**src/rtl/random_delay_gen_pkg.sv**
```systemverilog
// Shared types and defaults for the reaction timer delay and
// reaction-count blocks.
package random_delay_gen_pkg;

  typedef enum logic {
    IDLE  = 1'b0,
    COUNT = 1'b1
  } state_t;

  localparam int DEF_TICK_DIV = 50000;
  localparam int DEF_MIN_MS   = 1000;
  localparam int DEF_RAND_W   = 12;

  // Bits needed to hold min_ms + 2^rand_w - 1
  function automatic int dly_width(
    input int min_ms,
    input int rand_w
  );
    return $clog2(min_ms + (1 << rand_w));
  endfunction

endpackage

```
**src/rtl/random_delay_gen_tick.sv**
```systemverilog
// Millisecond prescaler: one-cycle tick every TICK_DIV enabled
// cycles, with a synchronous clear back to zero.
module ms_tick_gen #(
  parameter int TICK_DIV = 50000
) (
  input  logic clk,
  input  logic rst_n,
  input  logic clr,
  input  logic en,
  output logic tick
);

  localparam int CW = (TICK_DIV > 2) ? $clog2(TICK_DIV) : 1;
  localparam logic [CW-1:0] LAST = CW'(TICK_DIV - 1);

  logic [CW-1:0] cnt;

  always_ff @(posedge clk or negedge rst_n) begin
    if (!rst_n) begin
      cnt <= '0;
    end else if (clr) begin
      cnt <= '0;
    end else if (en) begin
      if (cnt == LAST) cnt <= '0;
      else             cnt <= cnt + 1'b1;
    end
  end

  assign tick = en && (cnt == LAST);

endmodule

```
**src/rtl/random_delay_gen.sv**
```systemverilog
// Randomised pre-stimulus wait: latches MIN_MS + LFSR word on start,
// counts it down in ms ticks, then pulses go for one cycle.
module random_delay_gen
  import random_delay_gen_pkg::*;
#(
  parameter int TICK_DIV = DEF_TICK_DIV,
  parameter int MIN_MS   = DEF_MIN_MS,
  parameter int RAND_W   = DEF_RAND_W,
  parameter int DLY_W    = dly_width(DEF_MIN_MS, DEF_RAND_W)
) (
  input  logic              clk50M,
  input  logic              rst_n,
  input  logic              start,
  input  logic              abort,
  input  logic [RAND_W-1:0] rand_in,
  output logic              busy,
  output logic              go,
  output logic [DLY_W-1:0]  delay_ms
);

  state_t           state;
  state_t           state_nx;
  logic [DLY_W-1:0] remaining;
  logic [DLY_W-1:0] new_dly;
  logic             tick;
  logic             accept;
  logic             last;

  assign new_dly = DLY_W'(MIN_MS) + DLY_W'(rand_in);
  assign accept  = (state == IDLE) && start && !abort;
  assign last    = (state == COUNT) && !abort && tick
                   && (remaining == DLY_W'(1));

  ms_tick_gen #(
    .TICK_DIV(TICK_DIV)
  ) u_tick (
    .clk  (clk50M),
    .rst_n(rst_n),
    .clr  (abort || (state != COUNT)),
    .en   (state == COUNT),
    .tick (tick)
  );

  always_ff @(posedge clk50M or negedge rst_n) begin
    if (!rst_n) state <= IDLE;
    else        state <= state_nx;
  end

  always_comb begin
    state_nx = state;
    unique case (state)
      IDLE:  if (start && !abort) state_nx = COUNT;
      COUNT: if (abort || last)   state_nx = IDLE;
      default: state_nx = IDLE;
    endcase
  end

  always_comb begin
    busy = (state == COUNT);
  end

  always_ff @(posedge clk50M or negedge rst_n) begin
    if (!rst_n) begin
      delay_ms  <= '0;
      remaining <= '0;
      go        <= 1'b0;
    end else begin
      go <= last;
      if (accept) begin
        delay_ms  <= new_dly;
        remaining <= new_dly;
      end else if (state == COUNT) begin
        if (abort)     remaining <= '0;
        else if (tick) remaining <= remaining - 1'b1;
      end
    end
  end

endmodule

```
**config.mk**
```make
export PLATFORM = sky130hd
export DESIGN_NAME = random_delay_gen
export DESIGN_NICKNAME = d
export VERILOG_FILES = /design/src/rtl/random_delay_gen_pkg.sv /design/src/rtl/random_delay_gen_tick.sv /design/src/rtl/random_delay_gen.sv
export SDC_FILE = /design/constraint.sdc
export NUM_CORES = 1
export LEC_CHECK = 0
export ABC_AREA = 1
export BUFFER_PORTS_ARGS = -buffer_cell sky130_fd_sc_hd__buf_2
export CAP_MARGIN = 15
export CORE_ASPECT_RATIO = 1.5
export CORE_MARGIN = 2
export CORE_UTILIZATION = 58
export DETAILED_ROUTE_END_ITERATION = 7
export GPL_ROUTABILITY_DRIVEN = 0
export PLACE_DENSITY_LB_ADDON = 0.3
export SLEW_MARGIN = 10
export SYNTH_ARGS = -nofsm -noshare
export SYNTH_HDL_FRONTEND = slang
export SYNTH_HIERARCHICAL = 1
export SYNTH_SLANG_ARGS = --single-unit
```
**constraint.sdc**
```tcl
create_clock -name clk50M -period 2.2 [get_ports clk50M]
set_input_delay 0 -clock clk50M [delete_from_list [all_inputs] [get_ports clk50M]]
set_output_delay 0 -clock clk50M [all_outputs]
set_load 0.05 [all_outputs]
```
==> metrics.txt, run 1 <==
status=finished clean; DR WL met3=177 um; hold slack=0.05869 ns; pwr/cell area=737.3 nW/um^2; H-tree depth=2; top cell type's share of synthesized area=0.4061; final WL=6.215 mm; total global routing overflow=0; row count=30; nets@finish=429; top-count cell post-synth=nand2_1; Final Cell Area=3052 um^2; Synth Instances=368; sequential area share after synthesis=0.4061; vias in the first global route=2504; total negative setup slack=0 ns; P_sw=873.4 uW; fmax=530.4 MHz; Finish-stage setup viols=0; Unique masters post-synth=36; CTS tree=yes; GR Util All Layers=0.2660; most common flop cell mapped by yosys=dfrtp_1; antenna fix cells=0; sequential share of power=0.450; Cell Int Power=1377 uW; IO Count=31; ys async rst share=1.000; first-pass GRT wire length=10.71 mm; 1st-pass router iterations=4; Startpoint Class=flip-flop; clock buffer depth=2; Final period util=0.8571; RSZ-0062 raised after global routing=no; Synth area leader=dfrtp_1; sw frac=0.3882; Max Fanout on Critical Path=9; cell area after synthesis=2711 um^2; number of synthesis warnings=6; vias per inst=5.515; Layout area overhead=12.55%; post-route ant nets=0; Hold Path Class=in2reg; root buffer cell=clkbuf_8; synthesized area per cell=7.368 um^2; metal2 WL=3.433 mm; Post-synth EDFFs=0; Max Cap Viol=0; CTS buffer count=5; placed instance area=2912 um^2; largest cells by area after synthesis=dfrtp_1 41%, nand2_1 16%, nand3_1 5.5%, inv_1 5.3%, nor2_1 5.3%; Clock transition at path regs=0.08 ns; Worst slew margin=0.7239; Hold Vio Cnt, Final=0; worst slew pin tran=0.4132 ns; Power Total=2250 uW; postcts setup bufs=0; syn_nets=388; DIE WIDTH=59.83 um; Filler Cells Inserted=390; port bufs=30; share of post-route cells with drive strength above 1=0.2171; HPWL Detailed=4.738 mm; Initial Util=0.6019; vias=2526; Clock power frac=0.235; Pins Over Slew Limit=0; Sinks on Clock Net=44; Worst Path Arrival=2.06 ns; total core area=4504 um^2; top post-synthesis cells by count=113 x nand2_1, 44 x dfrtp_1, 38 x inv_1, 38 x nor2_1, 30 x nand3_1; later-pin clock latency in the skew report=0.29 ns; CP required=2.38 ns; die area=5249 um^2; Max Clock Skew=0.004112 ns; post-layout utilization of the core=0.6775; worst vdd ir=0.0004959 V; wire length on met1=2.458 mm; crit path kind=reg2reg; min cycle time layout=1.886 ns; DRC=0; largest net degree at the start of global routing=32; Yosys reg bits=44; Worst setup EP type=flip-flop; post-CTS sizing=0; initial antenna violation count=0; Die Ht=87.74 um; DR WL/cell=13.57 um; max layer used=met4; leak pwr=0.001520 uW; Comb pwr share=0.316; DRT iter0 DRCs=120
[critical path, cell delays in order, from the launching register on]
cell and delay (ns):
dfrtp_1 0.41, ha_1 0.23, nand3_2 0.17, nor2_4 0.17
nand3_2 0.12, inv_1 0.09, o21ai_0 0.09, nand2_2 0.09
buf_4 0.17, o21ai_0 0.09, nand2_1 0.07, o211ai_1 0.07
[power by group through the flow]
stage	registers (uW)	logic (uW)	clock network [uW]
finish	1010	710	528
CTS	1010	712	540
global placement	1020	685	0
global route	1030	785	568
floorplan	1190	353	0
detailed placement	1020	703	0
[final cells by class]
| type | count | area [um^2] | share of cell area |
|---|---|---|---|
| multi-input cells | 274 | 1396 | 0.4576 |
| flip-flops and latches | 44 | 1101 | 0.3608 |
| repair buffers | 40 | 237.7 | 0.07790 |
| inverters | 44 | 166.4 | 0.05453 |
| clock buffers | 8 | 90.09 | 0.02952 |
| well taps | 48 | 60.06 | 0.01968 |
[logic make-up after synthesis]
kind of cell / after synthesis / share of synthesized area
adder cells (fa/ha/maj): 4 / 0.01846
flip-flops: 44 / 0.4061
buffers and inverters: 50 / 0.07891
XOR/XNOR: 3 / 0.009693
AND/OR/NAND/NOR: 231 / 0.3996
AO/OA/AOI/OAI: 36 / 0.08722
[state kept, by name, indices dropped and copies added, names as in the netlist]
name,flops
remaining,13
delay_ms,13
u_tick/cnt,16
busy,1
go,1
[path summary, 6_finish.rpt]
kind	end	cells after the start	from	slack, ns
hold reg to reg	delay_ms[11]	2	delay_ms[11]	0.48
max in group asynchronous	u_tick/cnt[8]	3	rst_n	1.37
setup reg to reg	remaining[7]	11	u_tick/cnt[0]	0.31
setup / recovery	remaining[7]	11	u_tick/cnt[0]	0.31
min in group asynchronous	u_tick/cnt[9]	2	rst_n	0.13
hold / removal	delay_ms[7]	4	rand_in[7]	0.06
[through the flow]
stage | instances | setup WS, ns
finish | 458 | 0.3145
global route | 458 | 0.08942
CTS | 458 | 0.3209
detailed placement | 445 | 0.3340
global placement | 445 | 0.3995
floorplan | 368 | 0.2821
[placed cells by master (no fill, tap or decap), drive strengths merged]
cell type / count
nand2: 120
nor2: 59
dfrtp: 44
inv: 43
nand3: 35
buf: 35
o21ai: 16
nand4: 10
a21oi: 9
clkbuf: 8
dlygate4sd3: 5
nor3: 5
ha: 4
a31oi: 3
o211ai: 2
a21o: 2
xnor2: 2
o21bai: 2
nor4: 1
o31ai: 1
nand3b: 1
clkinv: 1
xor2: 1
o32ai: 1
[metal layers]
| layer | vias up | global-route usage |
|---|---|---|
| met5 | - | 0 |
| met4 | 0 | 0.1152 |
| met3 | 14 | 0.03397 |
| met2 | 60 | 0.4862 |
| met1 | 1193 | 0.2991 |
| li1 | 1259 | - |
[timing repair]
item / in CTS / in global routing
endpoints found under the setup margin: 0 / 0
hold buffers: 5 / 0
hold endpoints to repair: 19 / 0
Power figures use the tool's default switching activity.
==> run 2, diff against run 1 <==
CELL_PAD_IN_SITES_DETAIL_PLACEMENT = 1   (was not set)
CELL_PAD_IN_SITES_GLOBAL_PLACEMENT = 2   (was not set)
CORE_UTILIZATION = 33   (was 58)
REMOVE_ABC_BUFFERS = 1   (was not set)
==> metrics.txt, run 2 (same netlist as run 1, synthesis figures left out) <==
pwr/cell area=802.5 nW/um^2 (+8.8%); r2r endpoint=remaining[9]; vias=2553 (+1.1%); Max Clock Skew=0.003761 ns (-0.0003512 ns); RSZ-0062 raised after global routing=no; fmax=522.3 MHz (-1.5%); crit path kind=reg2reg; Worst setup EP type=flip-flop; 1st-pass router iterations=4 (unchanged); vias per inst=4.900 (-11%); nets@finish=435 (+1.4%); Max Cap Viol=0 (unchanged); later-pin clock latency in the skew report=0.29 ns (about the same); clock buffer depth=2 (unchanged); DIE WIDTH=78.01 um (+30%); antenna fix cells=0 (unchanged); Sinks on Clock Net=44 (unchanged); Worst Setup EP=remaining[9]; commonest non-fill, non-tap cell in the layout=nand2_1; most frequent cells in the layout=113 x nand2_1, 44 x dfrtp_1, 38 x inv_1, 38 x nor2_1; min cycle time layout=1.914 ns (+0.02897 ns); Worst slew margin=0.7257 (+0.001851); top flop regs=u_tick/cnt x16, delay_ms x13, remaining x13; initial antenna violation count=0 (unchanged); Pins Over Slew Limit=0 (unchanged); DR WL/cell=14.69 um (+8.2%); worst vdd ir=0.0003033 V (-39%); Clock transition at path regs=0.06 ns (-0.02 ns); Worst Path Arrival=2.10 ns (+0.04 ns); worst slew pin tran=0.4114 ns (-0.001797 ns); status=finished clean; Initial Util=0.3386 (-0.2634); max reg flops=16 (unchanged); HPWL Detailed=6.133 mm (+29%); CP required=2.38 ns (about the same); Hold Path Class=in2reg; Reg2Reg Depth=12 (+1); total core area=8008 um^2 (+78%); first-pass GRT wire length=13.37 mm (+25%); GR Util All Layers=0.1907 (-0.07529); die area=8972 um^2 (+71%); port bufs=30 (unchanged); final WL=7.651 mm (+23%); Layout area overhead=19.47%; Final period util=0.8702 (+0.01317); share of post-route cells with drive strength above 1=0.2332 (+0.01610); largest reg by FF count=u_tick/cnt; Filler Cells Inserted=1067 (+170%); Finish-stage setup viols=0 (unchanged); vias in the first global route=2785 (+11%); largest net degree at the start of global routing=19 (-41%); r2r setup slk=0.29 ns (-0.03 ns); CTS buffer count=5 (unchanged); Hold Vio Cnt, Final=0 (unchanged); FF-to-FF Start=u_tick/cnt[0]; row count=40 (+33%); Startpoint Class=flip-flop; Max Fanout on Critical Path=9 (unchanged); post-route ant nets=0 (unchanged); DRC=0 (unchanged); leak pwr=0.001586 uW (+4.3%); total negative setup slack=0 ns (unchanged); total global routing overflow=0 (unchanged); Die Ht=115.0 um (+31%); IO Count=31 (unchanged); crit path from=u_tick/cnt[0]; CTS tree=yes; min-delay src=rand_in[3]; root buffer cell=clkbuf_16; Power Total=2600 uW (+16%); H-tree depth=2 (unchanged); DRT iter0 DRCs=92 (-23%)
-- run 2: cell types whose count changed in the layout (fill, tap and decap cells not counted), sizes merged --
cell | previous run | this run
clkbuf | 8 | 6
dlygate4sd3 | 5 | 4
clkinv | 1 | 2
buf | 35 | 42
bufinv | 0 | 1
-- run 2: what timing repair did --
| item | in CTS | in global routing |
|---|---|---|
| endpoints found under the setup margin | 0 | 2 |
| setup buffers | 0 | 4 |
| hold endpoints to repair | 18 | 0 |
| gates resized for setup | 0 | 0 |
| hold buffers | 4 | 0 |
-- run 2: worst min path at each step --
stage	to	slack [ns]	cells past startpoint
2_1_floorplan	busy	-0.30	0
3_3_place_gp	u_tick/cnt[11]	-0.05	1
3_5_place_dp	go	-0.04	1
4_1_cts	delay_ms[3]	0.03	4
5_1_grt	delay_ms[3]	0.08	4
6_report	delay_ms[3]	0.03	4
-- run 2: per-stage QoR --
step / utilization / std cells / hold WS [ns] / worst slack, ns / instance area (um^2)
6_report: 0.4045 / 521 / 0.02948 / 0.2855 / 3239
5_1_grt: 0.4045 / 521 / 0.07502 / 0.06310 / 3239
4_1_cts: 0.4008 / 517 / 0.03003 / 0.1572 / 3209
3_5_place_dp: 0.3753 / 505 / -0.04417 / 0.1747 / 3005
3_3_place_gp: 0.3753 / 505 / -0.05231 / 0.2271 / 3005
2_1_floorplan: - / 362 / -0.2956 / 0.2754 / 2664
-- run 2: power by group --
part           switching [uW]  leakage [uW]  internal [uW]
sequential               90.8      0.000573            922
clock                     322     0.0000808            535
combinational             521      0.000932            209
total                     934       0.00159           1670
-- run 2: metal layers --
layer | up-vias | track usage | part of all wire
met1 | 1230 | 0.1971 | 0.38
met3 | 16 | 0.02747 | 0.023
met2 | 41 | 0.3736 | 0.56
li1 | 1266 | - | -
met5 | - | 0 | 0
met4 | 0 | 0.08655 | 0.033
-- run 2: area by class of cell --
type	instances	area [um^2]	area share
inverters	44	166.4	0.05137
flip-flops and latches	44	1101	0.3399
clock inverters	2	35.03	0.01081
clock buffers	6	128.9	0.03978
repair buffers	46	280.3	0.08652
well taps	105	131.4	0.04056
multi-input cells	274	1396	0.4311
-- run 2: worst max-delay path, cell delays in order, from the launching register on --
cell	delay [ns]
dfrtp_1	0.41
ha_1	0.25
nand3_2	0.13
nor2_4	0.06
nand3_2	0.10
inv_1	0.06
o21ai_0	0.20
nand2_2	0.16
buf_4	0.19
nand2_1	0.05
nor2_1	0.04
nor2_1	0.08
nand2_1	0.06
==> run 3, diff against run 2 <==
CORE_UTILIZATION = 30   (was 33)
PLACE_DENSITY_LB_ADDON = 0.12   (was 0.3)
==> metrics.txt, run 3 (same netlist as run 1, synthesis figures left out) <==
Startpoint Class=flip-flop; Worst slew margin=0.5452 (-0.1805); Inst Count DP=510 (+0.99%); most frequent cells in the layout=113 x nand2_1, 44 x dfrtp_1, 38 x inv_1, 38 x nor2_1; DR WL/cell=15.13 um (+3.1%); worst vdd ir=0.0003667 V (+21%); share of post-route cells with drive strength above 1=0.2300 (-0.003149); HPWL Detailed=6.339 mm (+3.3%); die area=9830 um^2 (+9.6%); post-route ant nets=0 (unchanged); Final Cell Area=3216 um^2 (-0.73%); top flop regs=u_tick/cnt x16, delay_ms x13, remaining x13; max reg flops=16 (unchanged); Place WS=0.1579 ns (-0.01684 ns); initial antenna violation count=0 (unchanged); leak pwr=0.001567 uW (-1.2%); clock buffer depth=2 (unchanged); antenna fix cells=0 (unchanged); IO Count=31 (unchanged); 1st-pass router iterations=4 (unchanged); DIE WIDTH=81.62 um (+4.6%); fin worst setup slack=0.2867 ns (+0.001223 ns); vias=2512 (-1.6%); GR Util All Layers=0.1776 (-0.01310); Layout area overhead=18.60%; crit path kind=reg2reg; total global routing overflow=0 (unchanged); Initial Util=0.3071 (-0.03148); Die Ht=120.4 um (+4.7%); port bufs=30 (unchanged); total core area=8828 um^2 (+10%); worst slew pin tran=0.6823 ns (+0.2708 ns); row count=42 (+5.0%); commonest non-fill, non-tap cell in the layout=nand2_1; Hold Path Class=in2reg; status=finished clean; later-pin clock latency in the skew report=0.30 ns (about the same); vias in the first global route=2648 (-4.9%); DRC=0 (unchanged); DRT iter0 DRCs=70 (-24%); min cycle time layout=1.913 ns (-0.001223 ns); CTS buffer count=5 (unchanged); Final period util=0.8697 (about the same); final WL=7.915 mm (+3.5%); Clock transition at path regs=0.07 ns (about the same); CP required=2.43 ns (+0.05 ns); first-pass GRT wire length=13.03 mm (-2.5%); placed instance area=3012 um^2 (+0.21%); Worst Path Arrival=2.15 ns (+0.05 ns); Hold Vio Cnt, Final=0 (unchanged); post-layout utilization of the core=0.3642 (-0.04030); Worst setup EP type=flip-flop; Finish-stage setup viols=0 (unchanged); total negative setup slack=0 ns (unchanged); RSZ-0062 raised after global routing=no; Sinks on Clock Net=44 (unchanged); Pins Over Slew Limit=0 (unchanged); largest net degree at the start of global routing=27 (+8); nets@finish=432 (-0.69%); pwr/cell area=779.7 nW/um^2 (-2.8%); H-tree depth=2 (unchanged); vias per inst=4.803 (-2.0%); Max Fanout on Critical Path=8 (-1); Cell Count, Final, Fillers Out=523 (+0.38%); largest reg by FF count=u_tick/cnt; Max Cap Viol=0 (unchanged); root buffer cell=clkbuf_16; CTS tree=yes; Max Clock Skew=0.01029 ns (+0.006525 ns); post-CTS sizing=0 (unchanged); fmax=522.7 MHz (about the same)
-- run 3: cell count changes in the layout (fill, tap and decap cells not counted) --
cell / change
clkbuf_1: -1
clkinv_4: +1
bufinv_16: -1
buf_12: +1
clkinv_2: +1
buf_4: -4
-- run 3: area by class of cell --
type	instances	area, um^2
tap	110	137.6
multi-input combinational	274	1396
clock inverter	3	18.77
sequential	44	1101
clock buffer	5	125.1
timing repair buffer	43	270.3
inverter	44	166.4
fill	1154	5613
-- run 3: report_power, final --
part           total (uW)  leakage, uW  switching (uW)  internal [uW]
Combinational         742     0.000921             532            210
Sequential           1010     0.000573            90.6            922
Clock                 753    0.0000736             334            419
-- run 3: path summary, 6_finish.rpt --
check                      slack (ns)           from             end  depth (start not counted)
max in group asynchronous        1.30          rst_n  u_tick/cnt[11]                          3
setup / recovery                 0.29  u_tick/cnt[0]    remaining[9]                         12
setup reg to reg                 0.29  u_tick/cnt[0]    remaining[9]                         12
hold / removal                   0.01     rand_in[3]     delay_ms[3]                          4
hold reg to reg                  0.48    delay_ms[9]     delay_ms[9]                          1
min in group asynchronous        0.27          rst_n   u_tick/cnt[5]                          2
-- run 3: metrics by stage --
step                      total power (uW)  hold WS [ns]
final                                 2507       0.01218
after global routing                  2673       0.04685
after CTS                             2545      0.002609
after detailed placement              1765       0.07817
after global placement                1756       0.08521
after floorplan                       1526       -0.2956
-- run 3: timing repair --
| action | CTS | global route |
|---|---|---|
| endpoints found under the setup margin | 0 | 2 |
| buffers inserted | 0 | 1 |
| hold buffers | 4 | 0 |
| endpoints found under the hold margin | 29 | 0 |
-- run 3: worst max-delay path, cell delays in order (launching register included) --
cell	delay, ns
dfrtp_1	0.40
ha_1	0.22
nand3_2	0.17
nor2_4	0.17
nand3_2	0.12
inv_1	0.09
o21ai_0	0.09
nand2_2	0.13
buf_4	0.18
nand2_1	0.05
nor2_1	0.10
nor2_1	0.05
nand2_1	0.06
-- run 3: routing by layer --
metal,routed length [um],part of all wire,GRT usage,up-vias
met4,202,0.026,0.06979,0
met3,157,0.020,0.02761,12
met2,4483,0.57,0.3366,36
met5,0,0,0,-
met1,3072,0.39,0.1891,1204
li1,-,-,-,1260
